<file path="src/rtl/seq_hit_logger_pkg.sv">
// Shared definitions for the detector-chain stages: default sizes and
// a saturating increment helper.
package seq_hit_logger_pkg;

  localparam int TS_W_DEF  = 16;
  localparam int DEPTH_DEF = 8;
  localparam int CNT_W_DEF = 16;

  // Increment val but never past the all-ones value of a width-bit counter (width <= 32).
  function automatic logic [31:0] sat_inc(input logic [31:0] val, input int width);
    logic [31:0] max_val;
    max_val = (width >= 32) ? 32'hFFFF_FFFF : ((32'd1 << width) - 32'd1);
    return (val >= max_val) ? max_val : (val + 32'd1);
  endfunction

endpackage

</file>
<file path="src/rtl/sync_fifo_fwft.sv">
// First-word-fall-through FIFO: dout shows the head entry combinationally.
// Occupancy is tracked explicitly; full/empty come from it, not from pointers.
module sync_fifo_fwft
  import seq_hit_logger_pkg::*;
#(
  parameter int W     = TS_W_DEF,
  parameter int DEPTH = DEPTH_DEF
) (
  input  logic                     clk,
  input  logic                     reset,
  input  logic                     clr,
  input  logic                     push,
  input  logic                     pop,
  input  logic [W-1:0]             din,
  output logic [W-1:0]             dout,
  output logic [$clog2(DEPTH):0]   level,
  output logic                     full,
  output logic                     empty
);

  localparam int AW = $clog2(DEPTH);
  localparam int LW = AW + 1;

  logic [W-1:0]  mem_q [DEPTH];
  logic [AW-1:0] wr_ptr_q, wr_ptr_d;
  logic [AW-1:0] rd_ptr_q, rd_ptr_d;
  logic [LW-1:0] level_q, level_d;
  logic          do_push, do_pop;

  assign full    = (level_q == LW'(DEPTH));
  assign empty   = (level_q == '0);
  // A push into a full FIFO is still accepted when the head leaves in the same cycle.
  assign do_push = push & (~full | pop) & ~clr;
  assign do_pop  = pop & ~empty & ~clr;

  always_comb begin
    wr_ptr_d = wr_ptr_q;
    rd_ptr_d = rd_ptr_q;
    level_d  = level_q;
    if (clr) begin
      wr_ptr_d = '0;
      rd_ptr_d = '0;
      level_d  = '0;
    end else begin
      if (do_push) wr_ptr_d = wr_ptr_q + AW'(1);
      if (do_pop)  rd_ptr_d = rd_ptr_q + AW'(1);
      case ({do_push, do_pop})
        2'b10:   level_d = level_q + LW'(1);
        2'b01:   level_d = level_q - LW'(1);
        default: level_d = level_q;
      endcase
    end
  end

  always_ff @(posedge clk or posedge reset) begin
    if (reset) begin
      wr_ptr_q <= '0;
      rd_ptr_q <= '0;
      level_q  <= '0;
    end else begin
      wr_ptr_q <= wr_ptr_d;
      rd_ptr_q <= rd_ptr_d;
      level_q  <= level_d;
    end
  end

  always_ff @(posedge clk) begin
    if (do_push) mem_q[wr_ptr_q] <= din;
  end

  assign dout  = mem_q[rd_ptr_q];
  assign level = level_q;

endmodule

</file>
<file path="src/rtl/seq_hit_logger.sv">
// Timestamps rising edges of the sequence detector's match output and queues
// them for readout, with saturating hit/drop counters and a sticky overflow flag.
module seq_hit_logger
  import seq_hit_logger_pkg::*;
#(
  parameter int TS_W  = TS_W_DEF,
  parameter int DEPTH = DEPTH_DEF,
  parameter int CNT_W = CNT_W_DEF
) (
  input  logic                     clk,
  input  logic                     reset,
  input  logic                     clr,
  input  logic                     hit_in,
  output logic                     ev_valid,
  input  logic                     ev_ready,
  output logic [TS_W-1:0]          ev_ts,
  output logic [$clog2(DEPTH):0]   level,
  output logic [CNT_W-1:0]         hit_count,
  output logic [CNT_W-1:0]         drop_count,
  output logic                     overflow
);

  logic [TS_W-1:0]  ts_q, ts_d;
  logic             hit_d_q, hit_d_d;
  logic [CNT_W-1:0] hit_count_q, hit_count_d;
  logic [CNT_W-1:0] drop_count_q, drop_count_d;
  logic             overflow_q, overflow_d;

  logic             hit_event, pop, drop;
  logic             fifo_full, fifo_empty;
  logic [TS_W-1:0]  fifo_dout;

  assign hit_event = hit_in & ~hit_d_q;
  assign ev_valid  = ~fifo_empty;
  assign pop       = ev_valid & ev_ready;
  assign drop      = hit_event & fifo_full & ~pop;

  sync_fifo_fwft #(.W(TS_W), .DEPTH(DEPTH)) u_fifo (
    .clk   (clk),
    .reset (reset),
    .clr   (clr),
    .push  (hit_event),
    .pop   (pop),
    .din   (ts_q),
    .dout  (fifo_dout),
    .level (level),
    .full  (fifo_full),
    .empty (fifo_empty)
  );

  // Storage is not reset, so mask the head while nothing is queued.
  assign ev_ts = ev_valid ? fifo_dout : '0;

  always_comb begin
    ts_d         = ts_q + TS_W'(1);
    hit_d_d      = hit_in;
    hit_count_d  = hit_count_q;
    drop_count_d = drop_count_q;
    overflow_d   = overflow_q;
    if (clr) begin
      ts_d         = '0;
      hit_count_d  = '0;
      drop_count_d = '0;
      overflow_d   = 1'b0;
    end else if (hit_event) begin
      hit_count_d = CNT_W'(sat_inc(32'(hit_count_q), CNT_W));
      if (drop) begin
        drop_count_d = CNT_W'(sat_inc(32'(drop_count_q), CNT_W));
        overflow_d   = 1'b1;
      end
    end
  end

  always_ff @(posedge clk or posedge reset) begin
    if (reset) begin
      ts_q         <= '0;
      hit_d_q      <= 1'b0;
      hit_count_q  <= '0;
      drop_count_q <= '0;
      overflow_q   <= 1'b0;
    end else begin
      ts_q         <= ts_d;
      hit_d_q      <= hit_d_d;
      hit_count_q  <= hit_count_d;
      drop_count_q <= drop_count_d;
      overflow_q   <= overflow_d;
    end
  end

  assign hit_count  = hit_count_q;
  assign drop_count = drop_count_q;
  assign overflow   = overflow_q;

endmodule
</file>
<file path="config.mk">
export PLATFORM = sky130hd
export DESIGN_NAME = seq_hit_logger
export DESIGN_NICKNAME = d
export VERILOG_FILES = /design/src/rtl/seq_hit_logger_pkg.sv /design/src/rtl/sync_fifo_fwft.sv /design/src/rtl/seq_hit_logger.sv
export SDC_FILE = /design/constraint.sdc
export NUM_CORES = 1
export LEC_CHECK = 0
export CAP_MARGIN = 10
export CORE_MARGIN = 4
export CORE_UTILIZATION = 55
export DETAILED_ROUTE_END_ITERATION = 10
export PLACE_DENSITY_LB_ADDON = 0.12
export SETUP_SLACK_MARGIN = 0.4
export SLEW_MARGIN = 20
export SYNTH_ARGS = -nofsm -noshare
export SYNTH_HDL_FRONTEND = slang
export SYNTH_SLANG_ARGS = --single-unit
</file>
<file path="constraint.sdc">
create_clock -name clk -period 5 [get_ports clk]
set_input_delay 1 -clock clk [delete_from_list [all_inputs] [get_ports clk]]
set_output_delay 1 -clock clk [all_outputs]
set_load 0.005 [all_outputs]
</file>
==> key figures <==
Yosys
  • Post-Synthesis Cells: 550
  • Post-synth net total: 562
  • Post-synthesis compound-gate area fraction: 0.0458
  • Primary FF master, synth: edfxtp_1
  • Adder-Cell Fraction of Synth Area: 0.0109
  • Synth unique cells: 42
  • Post-synthesis cell area: 0.00802 sq mm
  • Multiplexer share of the synthesized area: 0.123
  • Yosys top cell by area: edfxtp_1
  • Ys async rst share: 0.319
  • Xor/xnor cell area share of the yosys netlist: 0.0218
  • Synth top area cells: edfxtp_1 48%, dfrtp_1 19%, mux4_2 9.0%
  • Sequential area share after synthesis: 0.666
  • Synth Area in Simple Gates: 0.115
  • Post-synth EDFFs: 128
  • Synth top area share: 0.479
  • Synth warn: 0
  • Mapped Avg Cell Area: 14.6 sq um
  • #FFs+latches synth: 188
  • Largest family of logic cells by synthesized area: multiplexers

Timing
  • Relative slew slack: 0.295
  • Clk_skew: 13.0 ps
  • Slew @ Worst Pin: 1060 ps
  • Unrepaired setup endpoints after global routing: false
  • Fin. Hold Viols: 0
  • Final Setup Violations: 0
  • Pins Over Slew Limit: 0
  • Setup TNS: 0 ps
  • Final min period: 3690 ps
  • Max Freq: 271 MHz
  • Period Utilization, post-route: 0.738

Clock network
  • Clk slew on worst S/H paths: 60 ps
  • Hold_buf cts: 0
  • Worst-Skew Late Latency: 420 ps
  • H-tree Lvls: 4
  • Clock sink total: 188
  • Root Driver: clkbuf_16
  • Post-CTS setup buffers: 0
  • CTS Buf Count: 17
  • # resized after CTS: 0
  • Maximum root-to-sink buffer count: 2
  • CTS tree: yes

Final layout
  • Final Util: 0.671
  • Syn-to-layout area delta: 17.8%
  • Nets: 633
  • Diodes inserted: 0
  • Reg area: 0.00535 sq mm
  • Filler Cell Count: 1,019
  • Share of post-route cells with drive strength above 1: 0.142
  • Multi-input logic area: 0.00255 sq mm

Drt
  • Via/cell ratio: 6.01
  • Routed via count: 4,896
  • Number of nets with antenna violations after routing: 0
  • Pre-Repair DR Iteration Count: 5
  • Drt first-iter violations: 434
  • WL final: 16,500 microns
  • Drc violations: 0
  • Avg WL per Cell: 20.3 microns

Die
  • Row cnt: 43
  • Chip height: 129 microns
  • # IOs: 59
  • Initial Util: 0.569
  • Die area: 0.0166 sq mm
  • Core area: 0.0141 sq mm
  • Die width: 129 microns

Power
  • Switch Pwr: 0.000849 W
  • Max VDD drop: 226 uV
  • Sequential share of power: 0.474
  • Leakage: 3.37 nW
  • Clk pwr share: 0.365
  • Switching Share: 0.231
  • Internal: 0.00282 W
  • Combinational fraction of design power: 0.161
  • Power density cells: 388 mW/mm^2

Run status
  • Status: complete, no violations

Setup path
  • Worst EP arrival: 2690 ps
  • Critical Path Source Type: flop
  • CP Data Required Time: 4000 ps
  • CP Capture Type: primary output
  • Worst-path fanout max: 15
  • Crit path kind: reg2out

Place
  • IO buf count: 58
  • Final RePlAce weighted congestion: 0.833
  • Hpwl dp: 10,300 microns

Global route
  • Largest net degree at the start of global routing: 57
  • First-pass GRT wire length: 27,000 microns
  • All-Layer GR Usage: 0.212
  • Number of global-route vias before repair: 5,038
  • Initial antenna violation count: 0
  • Grt total ovfl: 0

Job
  • Max cap viols: 0

Worst hold path
  • HP Class: reg2reg
-- flip-flops by register name, indices dropped and copies added (netlist names) --
register         cells
u_fifo.mem_q       128
u_fifo.level         4
overflow             1
u_fifo.rd_ptr_q      3
hit_d_q              1
hit_count           16
ts_q                16
drop_count          16
u_fifo.wr_ptr_q      3
-- power by group through the flow --
stage	Clock, W	Sequential [W]	Combinational (W)
finish	0.00134	0.00174	0.000589
global placement	0	0.00177	0.000596
floorplan	0	0.00173	0.000396
global route	0.00144	0.00174	0.000646
detailed placement	0	0.00177	0.000598
CTS	0.00137	0.00174	0.000603
-- worst max-delay path: stages (launching register included) --
cell and delay, ps:
dfrtp_2 610, buf_4 390, mux4_2 540, mux2i_1 210
nor2_1 60, clkdlybuf4s50_1 450
-- area by class of cell --
class | count | area share
inverter | 11 | 0.00437
clock inverter | 9 | 0.0127
timing repair buffer | 74 | 0.0736
multi-input combinational | 329 | 0.270
sequential | 188 | 0.566
tap | 180 | 0.0238
clock buffer | 23 | 0.0496
-- cells in the final DEF (no fill, tap or decap), types with 18 or more instances in the layout --
cell	count
clkbuf_16	18
nand3_1	21
mux2i_1	25
edfxtp_1	128
dfrtp_1	58
nand2_1	22
nor3_1	20
nor2_1	72
mux4_2	32
clkdlybuf4s50_1	57
a21oi_1	21
-- layer usage --
metal,track usage,share of wire
met4,0.0581,0.0080
met5,0,0
met2,0.350,0.50
met1,0.291,0.44
met3,0.0432,0.047
-- synth_stat cells, drive strengths merged (7+ instances only) --
| cell | n |
|---|---|
| nand3 | 21 |
| ha | 7 |
| nand2 | 22 |
| mux2i | 25 |
| dfrtp | 60 |
| xor2 | 13 |
| inv | 11 |
| nor4 | 8 |
| nor3 | 22 |
| nor2 | 72 |
| edfxtp | 128 |
| and4 | 8 |
| a21oi | 21 |
| xnor2 | 7 |
| clkbuf | 16 |
| mux4 | 32 |
| nand4 | 10 |
| and3 | 8 |
| o21ai | 13 |
-- stage by stage --
step                      std cells  setup WS, ps  hold WS (ps)  area (sq um)  power (W)
after floorplan                 550          1710           491          8020    0.00212
after global placement          782          1540           486          8860    0.00237
after detailed placement        782          1460           505          8860    0.00237
after CTS                       814          1230           519          9450    0.00371
after global routing            814          1100           557          9450    0.00383
final                           814          1310           509          9450    0.00367
-- path summary, 6_finish.rpt --
check / start / to / cells after the start / slack, ps
min in group asynchronous: reset / drop_count[13] / 2 / 1030
max: u_fifo.rd_ptr_q[0] / ev_ts[7] / 5 / 1310
min: overflow / overflow / 2 / 510
max in group asynchronous: reset / hit_count[14] / 3 / 3150
max reg2reg: u_fifo.level[1] / u_fifo.level[3] / 9 / 2420
min reg2reg: overflow / overflow / 2 / 510
-- kinds of logic after synthesis --
logic type / after synthesis
flip-flops: 188
AND/OR/NAND/NOR: 186
XOR/XNOR: 20
adder cells (fa/ha/maj): 7
buffers and inverters: 33
AO/OA/AOI/OAI: 58
multiplexers: 58
Note: power is estimated with default switching activity, not from simulation.
